--- config.mk ---
export PLATFORM = sky130hd
export DESIGN_NAME = alu_digit_serial_flat
export DESIGN_NICKNAME = d
export VERILOG_FILES = /design/src/rtl/alu_digit_serial_pkg.sv /design/src/rtl/alu_digit_serial_if.sv /design/src/rtl/alu_digit_serial_slice.sv /design/src/rtl/alu_digit_serial.sv /design/src/flat_wrapper.sv
export SDC_FILE = /design/constraint.sdc
export NUM_CORES = 1
export LEC_CHECK = 0
export ABC_AREA = 1
export BUFFER_PORTS_ARGS = -buffer_cell sky130_fd_sc_hd__buf_4
export CORE_MARGIN = 10
export CORE_UTILIZATION = 57
export CTS_CLUSTER_SIZE = 8
export DETAILED_ROUTE_END_ITERATION = 10
export GPL_TIMING_DRIVEN = 0
export PLACE_DENSITY = 0.86
export SYNTH_ARGS = -nofsm -noshare
export SYNTH_HDL_FRONTEND = slang
export SYNTH_SLANG_ARGS = --single-unit
export TNS_END_PERCENT = 10
--- constraint.sdc ---
create_clock -name clk -period 7.8 [get_ports clk]
set_input_delay 0.78 -clock clk [delete_from_list [all_inputs] [get_ports clk]]
set_output_delay 0.78 -clock clk [all_outputs]
set_load 0.01 [all_outputs]
--- src/rtl/alu_digit_serial_pkg.sv ---
`default_nettype none
// ============================================================================
// Module   : alu_digit_serial_pkg
// Purpose  : ALU control encodings and FSM state type shared by the
//            digit-serial ALU, its slice and its bus interface.
// Revision : 1.0
// ============================================================================
package alu_digit_serial_pkg;

  localparam logic [3:0] ALU_AND = 4'b0000;
  localparam logic [3:0] ALU_OR  = 4'b0001;
  localparam logic [3:0] ALU_ADD = 4'b0010;
  localparam logic [3:0] ALU_SUB = 4'b0110;
  localparam logic [3:0] ALU_SLT = 4'b0111;
  localparam logic [3:0] ALU_NOR = 4'b1100;

  typedef enum logic [1:0] {
    S_IDLE = 2'd0,
    S_RUN  = 2'd1,
    S_DONE = 2'd2
  } state_t;

endpackage
`default_nettype wire

--- src/rtl/alu_digit_serial_if.sv ---
`default_nettype none
// ============================================================================
// Module   : alu_digit_serial_if
// Purpose  : Operand/result handshake bundle between producer, ALU and consumer.
// Revision : 1.0
// ============================================================================
interface alu_digit_serial_if #(
  parameter int WIDTH = 32
);
  logic             in_valid;
  logic             in_ready;
  logic [WIDTH-1:0] a;
  logic [WIDTH-1:0] b;
  logic [3:0]       ctrl;
  logic             out_valid;
  logic             out_ready;
  logic [WIDTH-1:0] result;
  logic             zero;
  logic             overflow;
  logic             carry_out;

  modport master (
    output in_valid, a, b, ctrl, out_ready,
    input  in_ready, out_valid, result, zero, overflow, carry_out
  );

  modport slave (
    input  in_valid, a, b, ctrl, out_ready,
    output in_ready, out_valid, result, zero, overflow, carry_out
  );
endinterface
`default_nettype wire

--- src/rtl/alu_digit_serial_slice.sv ---
`default_nettype none
// ============================================================================
// Module   : alu_digit_serial_slice
// Purpose  : Combinational DIGIT-wide ALU slice (AND / OR / sum with carry).
// Revision : 1.0
// ============================================================================
module alu_digit_serial_slice #(
  parameter int DIGIT = 8
) (
  input  logic [DIGIT-1:0] a_i,
  input  logic [DIGIT-1:0] b_i,
  input  logic             cin_i,
  input  logic             ainvert_i,
  input  logic             binvert_i,
  input  logic [1:0]       operation_i,
  output logic [DIGIT-1:0] y_o,
  output logic             cout_o,
  output logic             msb_sum_o
);
  logic [DIGIT-1:0] w_ai;
  logic [DIGIT-1:0] w_bi;
  logic [DIGIT:0]   w_sum;

  assign w_ai  = ainvert_i ? ~a_i : a_i;
  assign w_bi  = binvert_i ? ~b_i : b_i;
  assign w_sum = {1'b0, w_ai} + {1'b0, w_bi} + (DIGIT+1)'(cin_i);

  assign cout_o    = w_sum[DIGIT];
  assign msb_sum_o = w_sum[DIGIT-1];

  // Operation 11 (SLT) also yields the sum; the top turns it into the less bit.
  always_comb begin
    y_o = '0;
    unique case (operation_i)
      2'b00:   y_o = w_ai & w_bi;
      2'b01:   y_o = w_ai | w_bi;
      default: y_o = w_sum[DIGIT-1:0];
    endcase
  end
endmodule
`default_nettype wire

--- src/rtl/alu_digit_serial.sv ---
`default_nettype none
// ============================================================================
// Module   : alu_digit_serial
// Purpose  : Multi-cycle N-bit ALU processing one DIGIT-bit slice per clock,
//            LSB first, with valid/ready handshakes and zero/ovf/carry flags.
// Revision : 1.0
// ============================================================================
module alu_digit_serial
  import alu_digit_serial_pkg::*;
#(
  parameter int WIDTH = 32,
  parameter int DIGIT = 8
) (
  input  logic              clk,
  input  logic              rst,
  alu_digit_serial_if.slave bus
);
  localparam int NDIG = WIDTH / DIGIT;
  localparam int IDXW = (NDIG > 1) ? $clog2(NDIG) : 1;

  state_t            state_q, state_d;
  logic [WIDTH-1:0]  a_q, a_d, b_q, b_d;
  logic [3:0]        ctrl_q, ctrl_d;
  logic              carry_q, carry_d;
  logic [IDXW-1:0]   idx_q, idx_d;
  logic [WIDTH-1:0]  acc_q, acc_d;
  logic [WIDTH-1:0]  result_q, result_d;
  logic              zero_q, zero_d;
  logic              ovf_q, ovf_d;
  logic              cout_q, cout_d;
  logic              w_known;

  logic [DIGIT-1:0]  w_y;
  logic              w_cout;
  logic              w_msb_sum;
  logic              w_ai_msb;
  logic              w_bi_msb;
  logic              w_ovf;
  logic              w_last;

  // Operands shift right each cycle so the slice always sees bits [DIGIT-1:0].
  alu_digit_serial_slice #(.DIGIT(DIGIT)) u_slice (
    .a_i         (a_q[DIGIT-1:0]),
    .b_i         (b_q[DIGIT-1:0]),
    .cin_i       (carry_q),
    .ainvert_i   (ctrl_q[3]),
    .binvert_i   (ctrl_q[2]),
    .operation_i (ctrl_q[1:0]),
    .y_o         (w_y),
    .cout_o      (w_cout),
    .msb_sum_o   (w_msb_sum)
  );

  assign w_ai_msb = a_q[DIGIT-1] ^ ctrl_q[3];
  assign w_bi_msb = b_q[DIGIT-1] ^ ctrl_q[2];
  assign w_ovf    = (w_ai_msb == w_bi_msb) && (w_msb_sum != w_ai_msb);
  assign w_last   = (idx_q == IDXW'(NDIG - 1));

  always_ff @(posedge clk or posedge rst) begin
    if (rst) begin
      state_q  <= S_IDLE;
      a_q      <= '0;
      b_q      <= '0;
      ctrl_q   <= '0;
      carry_q  <= 1'b0;
      idx_q    <= '0;
      acc_q    <= '0;
      result_q <= '0;
      zero_q   <= 1'b0;
      ovf_q    <= 1'b0;
      cout_q   <= 1'b0;
    end else begin
      state_q  <= state_d;
      a_q      <= a_d;
      b_q      <= b_d;
      ctrl_q   <= ctrl_d;
      carry_q  <= carry_d;
      idx_q    <= idx_d;
      acc_q    <= acc_d;
      result_q <= result_d;
      zero_q   <= zero_d;
      ovf_q    <= ovf_d;
      cout_q   <= cout_d;
    end
  end

  always_comb begin
    state_d  = state_q;
    a_d      = a_q;
    b_d      = b_q;
    ctrl_d   = ctrl_q;
    carry_d  = carry_q;
    idx_d    = idx_q;
    acc_d    = acc_q;
    result_d = result_q;
    zero_d   = zero_q;
    ovf_d    = ovf_q;
    cout_d   = cout_q;
    w_known  = 1'b1;

    unique case (state_q)
      S_IDLE: begin
        if (bus.in_valid) begin
          a_d     = bus.a;
          b_d     = bus.b;
          ctrl_d  = bus.ctrl;
          carry_d = bus.ctrl[2];
          idx_d   = '0;
          state_d = S_RUN;
        end
      end
      S_RUN: begin
        a_d     = a_q >> DIGIT;
        b_d     = b_q >> DIGIT;
        carry_d = w_cout;
        idx_d   = idx_q + 1'b1;
        acc_d   = (acc_q >> DIGIT) | (WIDTH'(w_y) << (WIDTH - DIGIT));
        if (w_last) begin
          state_d  = S_DONE;
          idx_d    = '0;
          result_d = acc_d;
          ovf_d    = 1'b0;
          cout_d   = 1'b0;
          case (ctrl_q)
            ALU_AND, ALU_OR, ALU_NOR: ;
            ALU_ADD, ALU_SUB: begin
              ovf_d  = w_ovf;
              cout_d = w_cout;
            end
            ALU_SLT: begin
              result_d = {{(WIDTH-1){1'b0}}, w_msb_sum ^ w_ovf};
              ovf_d    = w_ovf;
              cout_d   = w_cout;
            end
            default: begin
              result_d = '0;
              w_known  = 1'b0;
            end
          endcase
          zero_d = w_known && (result_d == '0);
        end
      end
      S_DONE: begin
        if (bus.out_ready) state_d = S_IDLE;
      end
      default: state_d = S_IDLE;
    endcase
  end

  assign bus.in_ready  = (state_q == S_IDLE);
  assign bus.out_valid = (state_q == S_DONE);
  assign bus.result    = result_q;
  assign bus.zero      = zero_q;
  assign bus.overflow  = ovf_q;
  assign bus.carry_out = cout_q;
endmodule
`default_nettype wire

--- src/flat_wrapper.sv ---
// flat-port wrapper written by rule: the top's interface ports become plain ports
module alu_digit_serial_flat import alu_digit_serial_pkg::*;
#(
  parameter int WIDTH = 32,
  parameter int DIGIT = 8
)
  (clk, rst, bus_in_valid, bus_a, bus_b, bus_ctrl, bus_out_ready, bus_in_ready, bus_out_valid, bus_result, bus_zero, bus_overflow, bus_carry_out);
  alu_digit_serial_if #(.WIDTH(WIDTH)) bus_i ();
  input  logic clk;
  input  logic rst;
  input wire logic [$bits(bus_i.in_valid)-1:0] bus_in_valid;
  input wire logic [$bits(bus_i.a)-1:0] bus_a;
  input wire logic [$bits(bus_i.b)-1:0] bus_b;
  input wire logic [$bits(bus_i.ctrl)-1:0] bus_ctrl;
  input wire logic [$bits(bus_i.out_ready)-1:0] bus_out_ready;
  output wire logic [$bits(bus_i.in_ready)-1:0] bus_in_ready;
  output wire logic [$bits(bus_i.out_valid)-1:0] bus_out_valid;
  output wire logic [$bits(bus_i.result)-1:0] bus_result;
  output wire logic [$bits(bus_i.zero)-1:0] bus_zero;
  output wire logic [$bits(bus_i.overflow)-1:0] bus_overflow;
  output wire logic [$bits(bus_i.carry_out)-1:0] bus_carry_out;
  assign bus_i.in_valid = bus_in_valid;
  assign bus_i.a = bus_a;
  assign bus_i.b = bus_b;
  assign bus_i.ctrl = bus_ctrl;
  assign bus_i.out_ready = bus_out_ready;
  assign bus_in_ready = bus_i.in_ready;
  assign bus_out_valid = bus_i.out_valid;
  assign bus_result = bus_i.result;
  assign bus_zero = bus_i.zero;
  assign bus_overflow = bus_i.overflow;
  assign bus_carry_out = bus_i.carry_out;
  alu_digit_serial #(.WIDTH(WIDTH), .DIGIT(DIGIT)) u_core (.clk(clk), .rst(rst), .bus(bus_i));
endmodule
After elaboration in Yosys (flattened, before gate mapping)
Cells that the tools add are included.
{"block": "op_classes", "add_sub_neg": 3, "mul": 0, "n_div": 0, "n_lt_le_gt_ge": 0, "eq_ne": 14, "shift": 0, "muxes": 24, "bitwise": 8, "n_reduce_logical": 14}
{"cell": "32-bit case mux with 2 select lines", "n": 3}
{"cell": "32-bit 2-to-1 mux", "n": 4}
{"cell": "32-bit zero test", "n": 1}
{"cell": "24-bit by 32-bit OR with 32-bit output", "n": 1}
{"cell": "8-bit 2-to-1 mux", "n": 2}
{"cell": "8-bit NOT", "n": 2}
{"cell": "8-bit case mux with 2 select lines", "n": 1}
{"cell": "2-bit 2-to-1 mux", "n": 5}
{"cell": "8-bit by 8-bit adder with 9-bit output", "n": 1}
{"cell": "9-bit by 1-bit adder with 9-bit output", "n": 1}
{"cell": "8-bit AND", "n": 1}
{"cell": "4-bit by 3-bit == test with 1-bit output, second input constant", "n": 2}
{"cell": "8-bit OR", "n": 1}
{"cell": "1-bit 2-to-1 mux", "n": 6}
{"cell": "2-bit case mux with 3 select lines", "n": 1}
{"cell": "2-bit AND reduction", "n": 3}
{"cell": "6-bit OR reduction", "n": 1}
{"cell": "5-bit OR reduction", "n": 1}
{"cell": "2-bit by 1-bit == test with 1-bit output, second input constant", "n": 2}
{"cell": "2-bit == test, second input constant", "n": 2}
{"cell": "4-bit by 1-bit == test with 1-bit output, second input constant", "n": 1}
{"cell": "4-bit by 2-bit == test with 1-bit output, second input constant", "n": 1}
{"cell": "4-bit == test, second input constant", "n": 1}
{"cell": "2-bit zero test", "n": 2}
{"cell": "other kinds (13)", "n": 17}
{"block": "word_totals", "regBits": 140, "latchBits": 0, "mem_bits_rw": 0, "romBits": 0, "out_inout_bits": 37, "n_memories": 0}

Longest topological paths before layout
Gate-level depths: netlist of run 1.
{"block": "logic_depth", "depth_word": 12, "mapped_depth": 17, "ltp_nobuf": 16}

Modules after synthesis
From an unflattened synthesis of run 1, not the netlist that was laid out.
{"block": "hier_totals", "cells_unflattened": 766, "hier_area_um2": 6677.7}
{"mod": "alu_digit_serial", "n_inst": 1, "cells_per_inst": 630, "area_each_um2": 5811.8, "seq_area_each_um2": 3303.2}
{"mod": "alu_digit_serial_slice", "n_inst": 1, "cells_per_inst": 136, "area_each_um2": 865.8, "seq_area_each_um2": 0.0}

Worst setup path before layout of run 1
OpenSTA, ideal clock, no wires.
{"block": "synth_timing", "kind": "flip-flop to flip-flop", "startpoint": "reg u_core.ctrl_q[3]", "endpoint": "reg u_core.zero_q, in the netlist u_core.bus.zero", "setup_time_ps": 117, "arrival_ps": 2350, "required_ps": 7683, "slack_ps": 5333, "path_stages_with_launch": 15, "path_buffers": 1, "synth_period_minus_slack_ps": 2467, "cell_sequence": "dfrtp_1 > buf_6 > xor2_1 > inv_1 > fa_1 > fa_1 > or2_2 > nand3_1 > nand2_1 > nand2_1 > nor2_1 > nand3_1 > nor2_1 > nand3_1 > nand2_1"}
{"block": "synth_between", "elab_chain_cells": 11, "elab_cells_between_ends": 28, "cone_classes": "2 x add/sub; 7 x eq/ne; 8 x mux; 5 x bitwise; 6 x reduce/logical"}
{"element": "start: declaration", "line_no": "alu_digit_serial.sv:23", "source": "logic [3:0] ctrl_q, ctrl_d;"}
{"element": "start signal: assignment", "line_no": "alu_digit_serial.sv:76", "source": "ctrl_q <= ctrl_d;"}
{"element": "8-bit 2-to-1 mux", "line_no": "alu_digit_serial_slice.sv:24", "source": "assign w_ai = ainvert_i ? ~a_i : a_i;"}
{"element": "8-bit by 8-bit adder with 9-bit output", "line_no": "alu_digit_serial_slice.sv:26", "source": "assign w_sum = {1'b0, w_ai} + {1'b0, w_bi} + (DIGIT+1)'(cin_i);"}
{"element": "9-bit by 1-bit adder with 9-bit output", "line_no": "alu_digit_serial_slice.sv:26"}
{"element": "1-bit inequality test", "line_no": "alu_digit_serial.sv:56", "source": "assign w_ovf = (w_ai_msb == w_bi_msb) && (w_msb_sum != w_ai_msb);"}
{"element": "1-bit logical AND", "line_no": "alu_digit_serial.sv:56"}
{"element": "1-bit XOR", "line_no": "alu_digit_serial.sv:131", "source": "result_d = {{(WIDTH-1){1'b0}}, w_msb_sum ^ w_ovf};"}
{"element": "32-bit case mux with 2 select lines", "line_no": "alu_digit_serial.sv:124", "source": "case (ctrl_q)"}
{"element": "32-bit 2-to-1 mux", "line_no": "alu_digit_serial.sv:118", "source": "if (w_last) begin"}
{"element": "32-bit 2-to-1 mux", "line_no": "alu_digit_serial.sv:101", "source": "unique case (state_q)"}
{"element": "32-bit zero test", "line_no": "alu_digit_serial.sv:140", "source": "zero_d = w_known && (result_d == '0);"}
{"element": "1-bit logical AND *", "line_no": "alu_digit_serial.sv:140"}
{"element": "end signal: assignment", "line_no": "alu_digit_serial.sv:81", "source": "zero_q <= zero_d;"}
{"element": "end: declaration", "line_no": "alu_digit_serial.sv:28", "source": "logic zero_q, zero_d;"}
Every way passes the cells marked *; elsewhere a longest branch is shown, timed or not. The select of a mux whose other input is x is not followed.
A chain may end at the register's enable or synchronous reset.

Final worst setup path of run 1
{"block": "layout_timing", "startpoint": "reg u_core.ctrl_q[2]", "endpoint": "reg u_core.zero_q, in the netlist u_core.bus.zero"}
{"block": "layout_between", "elab_chain_cells": 11, "elab_cells_between_ends": 28, "cone_classes": "2 x add/sub; 7 x eq/ne; 8 x mux; 5 x bitwise; 6 x reduce/logical"}
{"element": "8-bit 2-to-1 mux", "line_no": "alu_digit_serial_slice.sv:25", "source": "assign w_bi = binvert_i ? ~b_i : b_i;"}
{"element": "8-bit by 8-bit adder with 9-bit output", "line_no": "alu_digit_serial_slice.sv:26"}
{"element": "9-bit by 1-bit adder with 9-bit output", "line_no": "alu_digit_serial_slice.sv:26"}
{"element": "1-bit inequality test", "line_no": "alu_digit_serial.sv:56"}
{"element": "1-bit logical AND", "line_no": "alu_digit_serial.sv:56"}
{"element": "1-bit XOR", "line_no": "alu_digit_serial.sv:131"}
{"element": "32-bit case mux with 2 select lines", "line_no": "alu_digit_serial.sv:124"}
{"element": "32-bit 2-to-1 mux", "line_no": "alu_digit_serial.sv:118"}
{"element": "32-bit 2-to-1 mux", "line_no": "alu_digit_serial.sv:101"}
{"element": "32-bit zero test", "line_no": "alu_digit_serial.sv:140"}
{"element": "1-bit logical AND *", "line_no": "alu_digit_serial.sv:140"}
Marked as above.

==> results.json, run 1 <==
{
  "vias_per_cell": 5.65,
  "synth-compound-area-share": 0.163,
  "cp.required_ns": 8.11,
  "yosys.area.top_type_share": 0.502,
  "setup_viol": 0,
  "power.density_nw_per_um2": 548,
  "period_share": 0.361,
  "area_growth_syn_to_layout_pct": 25.1,
  "detailedPlacementHpwl_mm": 12.9,
  "drc": 0,
  "syn_area_um2": 6580,
  "ys_top_cells_by_area": "dfrtp_1 (50%), nand2_1 (9.0%), inv_1 (6.7%)",
  "place_congestion": 0.883,
  "synth_top_family_by_area": "simple AND/OR/NAND/NOR gates",
  "path_clk_slew_ns": 0.06,
  "globalRoute.totalOverflow": 0,
  "grt_setup_unrepaired": "no",
  "min_path_type": "in -> async",
  "num_antenna_cells": 0,
  "crit_start": "u_core.ctrl_q[2]",
  "synth_seq_area_share": 0.502,
  "vias": 5860,
  "grt_pass1_vias": 6137,
  "cp_data_arrival_time_ns": 3.12,
  "synth_top_area_cell": "dfrtp_1",
  "max_slew_margin": 0.621,
  "clock.fmax_ghz": 0.355,
  "grt_pass1_wl_mm": 30.2,
  "synth_flop_cell": "dfrtp_1",
  "dr.pass1.iters": 5,
  "maxCapViolations": 0,
  "synthXorXnorAreaFrac": 0.0226,
  "drive_gt1_frac": 0.205,
  "start_kind": "register",
  "fp.dieH_um": 127,
  "synth_cell_types": 37,
  "grt_max_degree": 71,
  "antenna_found_initial": 0,
  "cts_max_level": 4,
  "fin_crit_ns": 2.82,
  "track_usage": 0.229,
  "cts_buffer_depth": 2,
  "final_antenna_net_count": 0,
  "post-place-ws_ns": 5.02,
  "ctsHoldBuffers": 0,
  "design.core.area_um2": 11400,
  "ctsResizeCount": 0,
  "synth-adder-area-share": 0.0384,
  "tightest_slew_ns": 0.568,
  "port_buffers": 108,
  "finalClockSkew_ns": 0.00806,
  "drtIter0Drc": 546,
  "clockRootBuffer": "clkbuf_16",
  "avgRoutedWirePerCell_um": 17.6,
  "synth_simple_gate_area_share": 0.171,
  "avgSynthCellArea_um2": 8.71,
  "leakagePower_nw": 4.09,
  "vdd_drop_max_mv": 0.251,
  "finalHoldViolCount": 0,
  "async_flop_share": 1.00,
  "fin_tns_setup_ns": 0,
  "clock-sinks": 132,
  "rr_startpoint": "u_core.ctrl_q[2]",
  "setup_ws_ns": 4.98,
  "synthCells": 755,
  "crit_type": "reg -> reg",
  "cts_buffers": 17,
  "finalWirelength_mm": 18.3,
  "cts_tree": "yes",
  "die_area_um2": 16200,
  "die_x_um": 127,
  "path_max_fanout": 10,
  "outcome": "complete, no violations",
  "ys_ff_latch": 132,
  "io_pins": 109,
  "synth_nets": 846,
  "synth_edf_count": 0,
  "ys_warn_count": 0,
  "final_nets": 974,
  "cts_setup_buffers": 0,
  "initial_utilization": 0.579,
  "crit_path_end_kind": "register",
  "drv_slew": 0,
  "synth_mux_area_frac": 0,
  "rows": 39,
  "clock_latency_ns": 0.42
}
cell families after synthesis:
logic type | after synthesis
simple gates | 256
buf+inv | 166
compound gates | 165
flops | 132
fa+ha+maj | 19
xor+xnor | 17
synth_stat cells (17+ instances only):
cell type,instances
a21oi_1,22
inv_1,117
clkbuf_1,23
nand2_1,158
ha_1,17
a221oi_1,29
o21ai_0,57
o21a_1,17
nand3_1,25
dfrtp_1,132
nor3_1,45
o31ai_1,19
registers in the layout, indices dropped and copies added (netlist names):
register,cells
u_core.bus.result,32
u_core.acc_q,24
u_core.state_q,2
u_core.bus.zero,1
u_core.idx_q,2
u_core.a_q,32
u_core.bus.carry_out,1
u_core.carry_q,1
u_core.b_q,32
u_core.bus.overflow,1
u_core.ctrl_q,4
cell type report:
class                   count  area [um^2]
plain buffers              42          203
clock buffers              18          429
clock inverters            12          203
fillers                   816         3140
inverters                 124          475
multi-input cells         457         2600
flip-flops and latches    132         3300
well taps                 143          179
repair buffers            109          838
path summary, 6_finish.rpt:
path	to	slack (ns)	cells after the start
min in group clk	u_core.bus.result[10]	0.48	2
hold reg to reg	u_core.bus.result[10]	0.48	2
max in group asynchronous	u_core.a_q[8]	6.66	3
setup reg to reg	u_core.bus.zero	4.98	13
setup / recovery	u_core.bus.zero	4.98	13
hold / removal	u_core.bus.carry_out	0.43	2
cell usage in the layout (no fill, tap or decap), drive strengths merged, types with 5 or more instances in the layout:
| cell type | n |
|---|---|
| buf | 128 |
| nor3 | 45 |
| o211ai | 5 |
| xnor2 | 14 |
| inv | 127 |
| nor2 | 15 |
| clkbuf | 41 |
| a221oi | 29 |
| a21oi | 23 |
| o31ai | 19 |
| o21a | 17 |
| nand2 | 166 |
| nand3 | 25 |
| o21ai | 65 |
| dfrtp | 132 |
| ha | 17 |
| bufinv | 5 |
worst max-delay path, cell delays in order, from the launching register on:
cell and delay, ns:
dfrtp_1 0.38, buf_2 0.30, xnor2_1 0.19, fa_1 0.46, fa_1 0.45, or2_2 0.30, nand3_1 0.13, nand2_1 0.10
nand2_1 0.08, nor2_1 0.04, nand3_1 0.10, nor2_1 0.05, nand3_1 0.09, nand2_1 0.05
per-stage QoR:
step	util	instances	instance area [um^2]	power [W]	hold slack (ns)
final	0.724	1037	8230	0.00451	0.432
after global routing	0.724	1037	8230	0.00486	0.476
after CTS	0.724	1037	8230	0.00447	0.463
after detailed placement	0.668	1007	7600	0.00355	0.471
after global placement	0.666	1006	7570	0.00345	0.468
after floorplan	-	755	6580	0.00287	0.451
power by group:
part	switching (W)	internal, W	total, W
registers	0.000159	0.00100	0.00116
clock network	0.000308	0.000566	0.000874
logic	0.00159	0.000887	0.00248
total	0.00206	0.00246	0.00451
metal layers:
| metal | routed length (um) | vias to the layer above | track usage |
|---|---|---|---|
| met4 | 530 | 0 | 0.0951 |
| met1 | 7270 | 2826 | 0.267 |
| li1 | - | 2728 | - |
| met2 | 8850 | 254 | 0.377 |
| met3 | 1640 | 52 | 0.0778 |
| met5 | 0 | - | 0 |
Note: power is estimated with default switching activity, not from simulation.
==> run 2, diff against run 1 <==
Settings changed: CORE_UTILIZATION 57 to 51, PLACE_DENSITY 0.86 to 0.81.
Clock period 7.8 ns to 2.26 ns, I/O delays scaled along.
==> run 2 against run 1 <==
  * The run now ends with negative setup slack left
  * Non-clock buffer count increased by 13
  * First-iteration DRC count decreased by 18%
  * Combinational power increased to 3.7 times the previous value
  * Flip-flop and latch count unchanged
  * Cell area increased by 3.6%
  * Die area increased by 9.9%
  * Utilization decreased by 4.8 points
  * Largest power group unchanged
==> results.json, run 2 (synthesis results as in run 1) <==
{
  "antenna_found_initial": 0,
  "slowest_stage": "fa_2",
  "globalRoute.totalOverflow": 0,
  "detailedPlacementHpwl_mm": 13.1,
  "num_antenna_cells": 0,
  "vdd_drop_max_mv": 1.06,
  "avgRoutedWirePerCell_um": 17.0,
  "cts_max_level": 4,
  "clock-sinks": 132,
  "clock.fmax_ghz": 0.398,
  "fp.dieH_um": 134,
  "final_area_um2": 8530,
  "n_fill_cell": 976,
  "cpPeakStageDelay_ns": 0.55,
  "cts_buffer_depth": 2,
  "outcome": "complete, but fails checks",
  "cp_data_arrival_time_ns": 2.88,
  "violations": "negative setup slack",
  "path_clk_slew_ns": 0.06,
  "crit_type": "reg -> reg",
  "final_common_cell": "nand2_1",
  "grt_max_degree": 44,
  "setup_viol": 3,
  "cts_tree": "yes",
  "io_pins": 109,
  "placed_area_um2": 7670,
  "fin_crit_ns": 2.52,
  "die_area_um2": 17800,
  "place_congestion": 0.861,
  "finalHoldViolCount": 0,
  "grt_setup_unrepaired": "yes",
  "grt_pass1_wl_mm": 30.2,
  "final_nets": 987,
  "drv_slew": 0,
  "setup_ws_ns": -0.256,
  "leakagePower_nw": 4.18,
  "min_path_type": "in -> reg",
  "port_buffers": 108,
  "max_slew_margin": 0.645,
  "crit_chain": "xor2_4 > inv_2 > fa_2 > fa_2 > or2_4 > nand3_4 > nand2_4 > nand2_2 > nor2_2 > nand3_1 > nor2_1 > nand3_1 > nand2_1",
  "final_antenna_net_count": 0,
  "post-place-ws_ns": -0.448,
  "area_growth_syn_to_layout_pct": 29.7,
  "crit_path_end_kind": "register",
  "dr.pass1.iters": 4,
  "vias": 5844,
  "drc": 0,
  "initial_utilization": 0.521,
  "cts_buffers": 17,
  "track_usage": 0.208,
  "start_kind": "register",
  "grt_pass1_vias": 6054,
  "design.core.area_um2": 12600,
  "period_share": 1.11,
  "drive_gt1_frac": 0.244,
  "power.density_nw_per_um2": 1890,
  "path_max_fanout": 3,
  "die_x_um": 134,
  "clockRootBuffer": "clkbuf_16",
  "finalWirelength_mm": 18.4,
  "whs_ns": 0.00648,
  "tightest_slew_ns": 0.533,
  "rows": 41,
  "clock_latency_ns": 0.42,
  "drtIter0Drc": 446,
  "maxCapViolations": 0,
  "vias_per_cell": 5.41,
  "finalClockSkew_ns": 0.00952,
  "final_cell_mix": "nand2_1 (153), dfrtp_1 (130), buf_4 (116), inv_1 (114), o21ai_0 (50)",
  "cp.required_ns": 2.62
}
[run 2: changes by cell type in the layout (fill, tap and decap cells not counted), moves of 5 or more]
cell / previous run / this run
buf_4: 109 / 116
nand2_1: 158 / 153
o21ai_0: 57 / 50
o21ai_1: 4 / 11
xnor2_1: 14 / 7
xnor2_2: 0 / 6
[run 2: report_power, final]
group / switching (W) / internal, W
clock: 0.00105 / 0.00179
combinational: 0.00569 / 0.00351
sequential: 0.000611 / 0.00347
[run 2: cell type report]
cell class                      instances  area, um^2  area share
Clock inverter                         11         151      0.0177
Tap cell                              172         215      0.0252
Multi-Input combinational cell        457        2760       0.323
Timing Repair Buffer                  123         975       0.114
Sequential cell                       132        3310       0.387
Inverter                              124         474      0.0556
Clock buffer                           20         457      0.0535
Buffer                                 41         198      0.0232
[run 2: through the flow]
| stage | std cells | total power, W | util | TNS, ns |
|---|---|---|---|---|
| after floorplan | 755 | 0.00991 | - | -0.207 |
| after global placement | 1035 | 0.0120 | 0.603 | -55.10 |
| after detailed placement | 1038 | 0.0123 | 0.608 | -2.34 |
| after CTS | 1077 | 0.0155 | 0.667 | -0.317 |
| after global routing | 1080 | 0.0174 | 0.676 | -1.48 |
| final | 1080 | 0.0161 | 0.676 | -0.313 |
[run 2: worst paths after layout]
check	from	cells past startpoint	endpoint	slack, ns
worst max-delay path	u_core.ctrl_q[3]	13	u_core.bus.zero	-0.26
worst min-delay path	bus_b[27]	3	u_core.b_q[27]	0.006
worst max register to register	u_core.ctrl_q[3]	13	u_core.bus.zero	-0.26
worst min register to register	u_core.bus.result[4]	2	u_core.bus.result[4]	0.48
max in group asynchronous	rst	5	u_core.ctrl_q[3]	1.02
min in group asynchronous	rst	3	u_core.b_q[1]	0.41
[run 2: worst max-delay path, delay by kind of cell, from the launching register on]
kind | cells | cell delay [ns]
DFF | 1 | 0.45
and+or+nand+nor | 9 | 0.78
xor gates and xnor gates | 1 | 0.20
buffers and inverters | 1 | 0.07
adders and majority gates | 2 | 0.96
[run 2: timing repair]
action | in CTS | in global routing
resized for setup | 19 | 26
endpoints found under the setup margin | 13 | 18
gates cloned | 0 | 0
hold buffers | 4 | 0
endpoints found under the hold margin | 21 | 0
setup buffers | 4 | 4
pin swaps | 2 | 13
[run 2: metal layers]
layer | track usage | vias to the layer above | share of wire | routed length, um
li1 | - | 2758 | - | -
met1 | 0.249 | 2810 | 0.41 | 7590
met2 | 0.339 | 238 | 0.49 | 8940
met3 | 0.0692 | 38 | 0.078 | 1440
met4 | 0.0822 | 0 | 0.022 | 401
met5 | 0 | - | 0 | 0
